<file path="config.mk">
export PLATFORM = sky130hd
export DESIGN_NAME = ram_port_master
export DESIGN_NICKNAME = d
export VERILOG_FILES = /design/src/rtl/ram_port_master.sv
export SDC_FILE = /design/constraint.sdc
export NUM_CORES = 1
export LEC_CHECK = 0
export ABC_AREA = 1
export ABC_CLOCK_PERIOD_IN_PS = 4000
export BUFFER_PORTS_ARGS = -buffer_cell sky130_fd_sc_hd__buf_2
export CAP_MARGIN = 10
export CORE_ASPECT_RATIO = 1.4
export CORE_MARGIN = 5
export CORE_UTILIZATION = 59
export DETAILED_ROUTE_END_ITERATION = 10
export PLACE_DENSITY_LB_ADDON = 0.1
export SETUP_SLACK_MARGIN = 0.5
export SYNTH_ARGS = -nofsm -noshare
export SYNTH_HDL_FRONTEND = slang
export SYNTH_SLANG_ARGS = --single-unit
export TNS_END_PERCENT = 50
</file>
<file path="constraint.sdc">
create_clock -name clk_i -period 4 [get_ports clk_i]
set_input_delay 0.6 -clock clk_i [delete_from_list [all_inputs] [get_ports clk_i]]
set_output_delay 0.6 -clock clk_i [all_outputs]
set_load 0.01 [all_outputs]
</file>
<file path="src/rtl/ram_port_master.sv">
// Request-side controller for one port of a single-port byte-enabled RAM with in-order read return.
// Optional RAM_PORT_MASTER_STATS_EN adds saturating read/write/stall counters.
module ram_port_master #(
   parameter  int unsigned DATA_WIDTH       = 8,
   parameter  int unsigned ADDR_WIDTH       = 8,
   parameter  int unsigned RD_LATENCY       = 1,
   parameter  int unsigned RSP_DEPTH        = 4,
   localparam int unsigned BYTE_VALID_WIDTH = DATA_WIDTH / 8
) (
   input  logic                        clk_i,
   input  logic                        arst_n_i,
   input  logic                        req_valid_i,
   output logic                        req_ready_o,
   input  logic                        req_wr_i,
   input  logic [ADDR_WIDTH-1:0]       req_addr_i,
   input  logic [DATA_WIDTH-1:0]       req_data_i,
   input  logic [BYTE_VALID_WIDTH-1:0] req_byte_valid_i,
   output logic                        rsp_valid_o,
   input  logic                        rsp_ready_i,
   output logic [DATA_WIDTH-1:0]       rsp_data_o,
   output logic                        ram_wr_en_o,
   output logic [DATA_WIDTH-1:0]       ram_data_o,
   output logic [BYTE_VALID_WIDTH-1:0] ram_byte_valid_o,
   output logic [ADDR_WIDTH-1:0]       ram_addr_o,
`ifdef RAM_PORT_MASTER_STATS_EN
   output logic [31:0]                 rd_cnt_o,
   output logic [31:0]                 wr_cnt_o,
   output logic [31:0]                 stall_cnt_o,
`endif
   input  logic [DATA_WIDTH-1:0]       ram_data_i
);

   localparam int unsigned PTR_W   = $clog2(RSP_DEPTH);
   localparam int unsigned CNT_W   = PTR_W + 1;
   localparam int unsigned TAG_LEN = RD_LATENCY + 1;
   localparam logic [CNT_W-1:0] DEPTH_C = CNT_W'(RSP_DEPTH);

   logic                  req_ready_q;
   logic                  accept;
   logic                  rd_accept;
   logic                  push;
   logic                  pop;
   logic [CNT_W-1:0]      credit_q;
   logic [CNT_W-1:0]      credit_d;
   logic [TAG_LEN-1:0]    tag_q;
   logic [DATA_WIDTH-1:0] fifo_mem [RSP_DEPTH];
   logic [PTR_W-1:0]      wr_ptr_q;
   logic [PTR_W-1:0]      rd_ptr_q;
   logic [CNT_W-1:0]      count_q;
   logic [CNT_W-1:0]      count_d;

   assign accept      = req_valid_i & req_ready_q;
   assign rd_accept   = accept & ~req_wr_i;
   assign push        = tag_q[RD_LATENCY];
   assign pop         = rsp_valid_o & rsp_ready_i;
   assign req_ready_o = req_ready_q;
   assign rsp_valid_o = (count_q != '0);
   assign rsp_data_o  = fifo_mem[rd_ptr_q];

   // Credit covers reads still in the RAM pipeline plus FIFO entries, so a push always has room.
   always_comb begin
      credit_d = credit_q;
      if (rd_accept && !pop) begin
         credit_d = credit_q + CNT_W'(1);
      end else if (!rd_accept && pop) begin
         credit_d = credit_q - CNT_W'(1);
      end
   end

   always_comb begin
      count_d = count_q + CNT_W'(push) - CNT_W'(pop);
   end

   // Ready is registered from next-state credit: a pop frees a slot for the following cycle.
   always_ff @(posedge clk_i or negedge arst_n_i) begin
      if (!arst_n_i) begin
         credit_q    <= '0;
         req_ready_q <= 1'b0;
         tag_q       <= '0;
      end else begin
         credit_q    <= credit_d;
         req_ready_q <= (credit_d < DEPTH_C);
         tag_q       <= {tag_q[TAG_LEN-2:0], rd_accept};
      end
   end

   always_ff @(posedge clk_i or negedge arst_n_i) begin
      if (!arst_n_i) begin
         ram_wr_en_o      <= 1'b0;
         ram_byte_valid_o <= '0;
         ram_addr_o       <= '0;
         ram_data_o       <= '0;
      end else if (accept) begin
         ram_wr_en_o      <= req_wr_i;
         ram_byte_valid_o <= req_byte_valid_i;
         ram_addr_o       <= req_addr_i;
         ram_data_o       <= req_data_i;
      end else begin
         ram_wr_en_o      <= 1'b0;
         ram_byte_valid_o <= '0;
      end
   end

   // Pointers are PTR_W bits wide, so they wrap modulo RSP_DEPTH on their own.
   always_ff @(posedge clk_i or negedge arst_n_i) begin
      if (!arst_n_i) begin
         wr_ptr_q <= '0;
         rd_ptr_q <= '0;
         count_q  <= '0;
         for (int i = 0; i < int'(RSP_DEPTH); i++) begin
            fifo_mem[i] <= '0;
         end
      end else begin
         count_q <= count_d;
         if (push) begin
            fifo_mem[wr_ptr_q] <= ram_data_i;
            wr_ptr_q           <= wr_ptr_q + PTR_W'(1);
         end
         if (pop) begin
            rd_ptr_q <= rd_ptr_q + PTR_W'(1);
         end
      end
   end

`ifdef RAM_PORT_MASTER_STATS_EN
   logic wr_accept;
   logic stall;

   assign wr_accept = accept & req_wr_i;
   assign stall     = req_valid_i & ~req_ready_q;

   always_ff @(posedge clk_i or negedge arst_n_i) begin
      if (!arst_n_i) begin
         rd_cnt_o    <= '0;
         wr_cnt_o    <= '0;
         stall_cnt_o <= '0;
      end else begin
         if (rd_accept && (rd_cnt_o != '1)) begin
            rd_cnt_o <= rd_cnt_o + 32'd1;
         end
         if (wr_accept && (wr_cnt_o != '1)) begin
            wr_cnt_o <= wr_cnt_o + 32'd1;
         end
         if (stall && (stall_cnt_o != '1)) begin
            stall_cnt_o <= stall_cnt_o + 32'd1;
         end
      end
   end
`endif

endmodule

</file>
==> metrics.md, run 1 <==
| Metric | Value |
|---|---|
| Die span in x | between 70 and 80 um |
| Post-Route Setup TNS | 0 ns |
| HPWL after DPL | about 3800 um |
| Clk buf depth | 2 |
| Core Area | a little under 5000 um2 |
| Crit path buffers/inverters | 2 |
| Share of the synthesized area in the top cell type | 52.9% |
| Top-count cell post-synth | nand2_1 |
| Aggregate global-route resource usage | 19.0% |
| Yosys Warn Count | 0 |
| CP Launch Type | flop |
| Worst hold path class | in -> async |
| CTS tree | done |
| DRC | 0 |
| Number of synthesized register bits | between 60 and 70 |
| Slew HR | between 50% and 60% |
| Critical Path Start | rd_ptr_q[0]$_DFFE_PN0P_ |
| Nets | ~420 |
| Critical-path cell list | inv_2, nor2_1, nor2_1, o21ai_1, nand2_1, buf_2 |
| Post-synth EDFFs | 0 |
| Outcome | finished, final reports clean |
| Worst r2r path cells | 11 |
| Worst r2r src | count_q[1]$_DFF_PN0_ |
| Levels on crit path | 6 |
| Starting Density | 61.1% |
| Avg Cell Area, Syn | around 9.3 um2 |
| RD Place Congestion | around 0.75 |
| CP max FO | 25 |
| Worst IR drop on VDD | between 0.3 and 0.4 mV |
| Slowest-stage cell, CP | dfrtp_1 |
| Ports | 58 |
| Area leader, netlist | dfrtp_1 |
| Post-CTS sizing | 0 |
| Final ANT Viol Nets | 0 |
| First-pass GRT wire length | slightly below 10000 um |
| Synth top cells by count | nand2_1, dfrtp_1, inv_1 |
| Layout cells sized above 1 | about a quarter |
| Hold bufs inserted after CTS | 0 |
| RSZ-0062 raised after global routing | no |
| MaxCap Viol Count | 0 |
| Final hold viol count | 0 |
| DIE AREA | 6600 um2 |
| FP Rows | 30 |
| Worst Tran Pin Value | roughly 0.67 ns |
| Main synth FF type | dfrtp_1 |
| CTS Buf Count | 9 |
| Area growth, synth to finish | 14.2% |
| Drt pass-1 iters | 6 |
| H-tree levels | 3 |
| Leak pwr | roughly 1.9 nW |
| Final Setup Violations | 0 |
| CP delay by family, top | flip-flops |
| Synth top area cells | dfrtp_1, nand2_1, o21ai_2 |
| Multi-input gate area | between 1000 and 1500 um2 |
| Vias in the first global route | between 2000 and 2500 |
| Setup crit end kind | output port |
| Post-synth ARST share | 100% |
| Routed WL | roughly 5500 um |
| Mapped Cells | 322 |
| Hold slack | between 0.2 and 0.25 ns |
| Fillcell total | approximately 420 |
| Worst-path clk slew | 0.07 ns |
| Final period utilization | 59.7% |
| Drt wl/cell | ~12 um |
| Worst skew pair latency | between 0.3 and 0.4 ns |
| Critical Path Sink | rsp_data_o[4] |
| Port Buf Inserts | between 50 and 60 |
| Worst reg-to-reg setup slack | around 1.9 ns |
| Post-synthesis cell type count | 22 |
| CP Class | reg -> out |
| CP most frequent cell | nor2_1 |
| CP required | around 3.4 ns |
| Root Driver | clkbuf_8 |
| Starting DRC count in detailed routing | roughly 150 |
| Crit path time final | approximately 2.4 ns |
| Initial antenna violation count | 0 |
| GRT overflow | 0 |
| Die H | 94.1 um |
| RR Endpoint | count_q[2]$_DFF_PN0_ |
| Highest Clock Rate | 419 MHz |
| Max-slew violations | 0 |
| Setup Skew | 0.00940 ns |
| Worst Path Arrival | 1.79 ns |
| Vias post-DR | approximately 2200 |
| Register area share after synthesis | approximately 53% |
| Post-CTS Setup Inserts | 0 |
| Total power per unit cell area | approximately 800 nW/um2 |
| Syn_nets | 363 |
| Max stage delay on crit path | between 0.6 and 0.7 ns |
| Register Area | 1580 um2 |
| Largest net degree at the start of global routing | 40 |
| Antenna diode count | 0 |
| Mapped Area | roughly 3000 um2 |
| Clock Sinks | 63 |
| DR vias/cell | ~5.0 |
[placed cells by master (no fill, tap or decap), drive strengths merged, types with 3 or more instances in the layout]
cell,count
o21ai,43
inv,34
dfrtp,63
nand3,20
buf,58
clkbuf,12
nor2,19
nand2,102
ha,10
o211ai,8
clkinv,3
[layer usage]
layer	vias up	track usage, %	part of all wire (%)
li1	1128	-	-
met2	51	31.7	48
met4	0	10.5	2.1
met5	-	0	0
met3	8	4.18	5.7
met1	1028	22.8	44
[worst register-to-register path: stages (launching register included)]
cell	delay [ns]
dfrtp_1	0.38
inv_1	0.13
nand3_2	0.12
nand2_1	0.12
inv_1	0.07
ha_1	0.27
inv_1	0.04
ha_1	0.18
fa_1	0.41
xor2_1	0.16
nand2_1	0.06
nand2_1	0.04
[through the flow]
step / setup WS (ns) / std cells / power [W] / instance area, um2 / utilization, %
2_1_floorplan: 1.99 / 322 / 0.00193 / 2980 / -
3_3_place_gp: 1.87 / 429 / 0.00218 / 3220 / 65.9
3_5_place_dp: 1.83 / 429 / 0.00222 / 3220 / 65.9
4_1_cts: 1.59 / 445 / 0.00276 / 3410 / 69.8
5_1_grt: 1.45 / 445 / 0.00297 / 3410 / 69.8
6_report: 1.61 / 445 / 0.00272 / 3410 / 69.8
[cell type report]
cell class	count	area share [%]
Clock buffer	12	4.26
Multi-Input combinational cell	210	33.4
Tap cell	64	2.35
Clock inverter	4	1.32
Inverter	34	3.75
Timing Repair Buffer	58	8.60
Sequential cell	63	46.3
[worst min-delay path by stage]
stage,startpoint,endpoint,slack [ns]
3_5_place_dp,tag_q[0]$_DFF_PN0_,tag_q[1]$_DFF_PN0_,0.33
4_1_cts,arst_n_i,fifo_mem[22]$_DFFE_PN0P_,0.25
2_1_floorplan,arst_n_i,count_q[0]$_DFF_PN0_,0.30
5_1_grt,arst_n_i,fifo_mem[0]$_DFFE_PN0P_,0.29
6_report,arst_n_i,fifo_mem[2]$_DFFE_PN0P_,0.25
3_3_place_gp,tag_q[0]$_DFF_PN0_,tag_q[1]$_DFF_PN0_,0.33
[power breakdown]
part / switching (W) / internal (W)
Sequential: 0.000230 / 0.000938
Combinational: 0.000584 / 0.000437
Clock: 0.000232 / 0.000302
Total: 0.00105 / 0.00168
[state kept, by name, summed over array words and instances, names as in the netlist]
register,cells
ram_data_o,8
ram_byte_valid_o,1
ram_wr_en_o,1
credit_q,3
fifo_mem,32
count_q,3
rd_ptr_q,2
req_ready_o,1
ram_addr_o,8
wr_ptr_q,2
tag_q,2
[cells by family (layout without fill, tap and decap cells)]
logic type	Yosys count	after routing	share of synthesized area, %
XOR/XNOR	3	3	0.881
flip-flops	63	63	52.9
AND/OR/NAND/NOR	143	143	20.5
buffers and inverters	49	108	8.94
adder cells (fa/ha/maj)	11	11	4.87
AO/OA/AOI/OAI	53	53	11.9
Note: power is estimated with default switching activity, not from simulation.
==> run 2, diff against run 1 <==
- ABC_CLOCK_PERIOD_IN_PS: 4000 -> 2000
- CORE_UTILIZATION: 59 -> 49
- clock period: 4 -> 2 ns (I/O delays scaled with it)
==> run 2 against run 1 <==
Final area is 5.4% higher; global-route usage is 2.2 points lower; via count is 2.3% higher.
==> metrics.md, run 2 (synthesis gave the netlist of run 1 again) <==
| Metric | Value |
|---|---|
| First-pass GRT wire length | 10500 um (+5.9%) |
| Final std cells w/o fill | 464 (+4.3%) |
| Final period utilization | 92.7% |
| Starting Density | 50.5% (-11 points) |
| Port Buf Inserts | 57 (unchanged) |
| Vias post-DR | 2265 (+2.3%) |
| Commonest non-fill, non-tap cells in the layout | nand2_1, dfrtp_1, buf_2 |
| CP required | 2.22 ns (-1.18 ns) |
| Outcome | finished, final reports clean |
| Total power per unit cell area | 1610 nW/um2 (+100%) |
| Root Driver | clkbuf_8 |
| FP Rows | 33 (+10%) |
| Hold slack | 0.171 ns (-0.0767 ns) |
| Final hold viol count | 0 (unchanged) |
| Dpl ws | 0.0282 ns (-1.80 ns) |
| Worst setup margin | 0.146 ns (-1.47 ns) |
| Clock Sinks | 63 (unchanged) |
| CTS tree | done |
| Initial antenna violation count | 0 (unchanged) |
| HPWL after DPL | 3960 um (+3.8%) |
| Slew HR | 76.3% (+21 points) |
| Max stage delay on crit path | 0.40 ns (-0.21 ns) |
| Final ANT Viol Nets | 0 (unchanged) |
| RSZ-0062 raised after global routing | yes |
| RD Place Congestion | 0.700 (-6.5%) |
| DR vias/cell | 4.88 (-1.9%) |
| Slowest-stage cell, CP | dfrtp_1 |
| CP Launch Type | flop |
| Starting DRC count in detailed routing | 128 (-15%) |
| H-tree levels | 3 (unchanged) |
| Nets | 431 (+3.4%) |
| Aggregate global-route resource usage | 16.8% (-2.2 points) |
| Commonest non-fill, non-tap cell in the layout | nand2_1 |
| Drt wl/cell | 13.3 um (+6.8%) |
| Vias in the first global route | 2285 (+4.4%) |
| Crit path time final | roughly 1.9 ns |
| Max-slew violations | 0 (unchanged) |
| Setup crit end kind | flop |
| DRC | 0 (unchanged) |
| Dpl cells | 440 (+2.6%) |
| Ports | 58 (unchanged) |
| Largest Register | fifo_mem |
| Worst Tran Pin Value | 0.355 ns (-0.313 ns) |
| Worst-path clk slew | 0.07 ns (about the same) |
| MaxCap Viol Count | 0 (unchanged) |
| Worst IR drop on VDD | 0.870 mV (+130%) |
| GRT overflow | 0 (unchanged) |
| Post-Route Setup TNS | 0 ns (unchanged) |
| Worst skew pair latency | 0.33 ns (about the same) |
| Biggest regs | fifo_mem (32), ram_addr_o (8), ram_data_o (8) |
| Routed WL | 6180 um (+11%) |
| Worst Path Arrival | 2.08 ns (+0.29 ns) |
| Core Area | 5900 um2 (+21%) |
| Largest net degree at the start of global routing | 64 (+60%) |
| Critical-path cell list | inv_2, nand3_4, nand2_4, inv_4, ha_4, inv_2, ha_4, fa_2, xor2_1, nand2_1, nand2_1 |
| Highest Clock Rate | 540 MHz |
| Layout cells sized above 1 | 30.7% (+5.3 points) |
| Final Setup Violations | 0 (unchanged) |
| CP Class | reg -> reg |
| Antenna diode count | 0 (unchanged) |
| Drt pass-1 iters | 4 (-2) |
| Setup Skew | 0.00910 ns (-0.000296 ns) |
| Clk buf depth | 2 (unchanged) |
| CTS Buf Count | 9 (unchanged) |
| PnR Total Power | 0.00578 W (+110%) |
| Die span in x | 75.9 um (+8.3%) |
| Max reg flops | 32 (unchanged) |
| Die H | 102 um (+8.7%) |
| Area growth, synth to finish | 20.4% |
| CP max FO | 2 (-92%) |
| Worst hold path class | in -> reg |
| Leak pwr | 1.97 nW (+3.7%) |
| DIE AREA | 7770 um2 (+18%) |
-- run 2: worst paths after layout --
check	to	cells after the start	startpoint	slack [ns]
max in group asynchronous	ram_addr_o[5]$_DFFE_PN0N_	3	arst_n_i	1.20
worst min-delay path	ram_byte_valid_o$_DFF_PN0_	3	req_byte_valid_i	0.17
min in group asynchronous	fifo_mem[0]$_DFFE_PN0P_	3	arst_n_i	0.52
worst max register to register	count_q[2]$_DFF_PN0_	11	count_q[1]$_DFF_PN0_	0.15
worst max-delay path	count_q[2]$_DFF_PN0_	11	count_q[1]$_DFF_PN0_	0.15
worst min register to register	tag_q[1]$_DFF_PN0_	0	tag_q[0]$_DFF_PN0_	0.36
-- run 2: report_power, final --
| part | switching [W] | internal (W) |
|---|---|---|
| sequential | 0.000391 | 0.00188 |
| combinational | 0.00136 | 0.00104 |
| clock | 0.000476 | 0.000630 |
| total | 0.00222 | 0.00355 |
-- run 2: area by class of cell --
class	instances	area, um2
Fill cell	535	2310
Clock inverter	4	45.0
Multi-Input combinational cell	210	1180
Tap cell	70	87.6
Inverter	34	135
Clock buffer	11	151
Sequential cell	63	1580
Timing Repair Buffer	72	413
-- run 2: worst max-delay path: cells and delay by family (launching register included) --
| kind | cells | cell delay, ns |
|---|---|---|
| buffers and inverters | 3 | 0.17 |
| DFF | 1 | 0.40 |
| and+or+nand+nor | 4 | 0.28 |
| adders and majority gates | 3 | 0.74 |
| xor gates and xnor gates | 1 | 0.15 |
-- run 2: repair_timing --
action / 4_1_cts / 5_1_grt
buffers inserted: 6 / 2
endpoints found under the setup margin: 14 / 15
gates cloned: 0 / 0
hold buffers: 1 / 0
pin swaps: 7 / 5
gates resized for setup: 7 / 4
hold endpoints to repair: 63 / 0
-- run 2: per-layer routing --
layer,GRT usage [%],vias up,share of wire [%]
met5,0,-,0
met4,6.99,0,1.4
met3,4.32,9,5.2
met2,28.4,56,49
met1,20.4,1048,45
li1,-,1152,-
-- run 2: stage by stage --
step           cell area [um2]  utilization, %
3_3_place_gp              3290            55.6
3_5_place_dp              3290            55.6
5_1_grt                   3590            60.8
6_report                  3590            60.8
2_1_floorplan             2990               -
4_1_cts                   3560            60.4
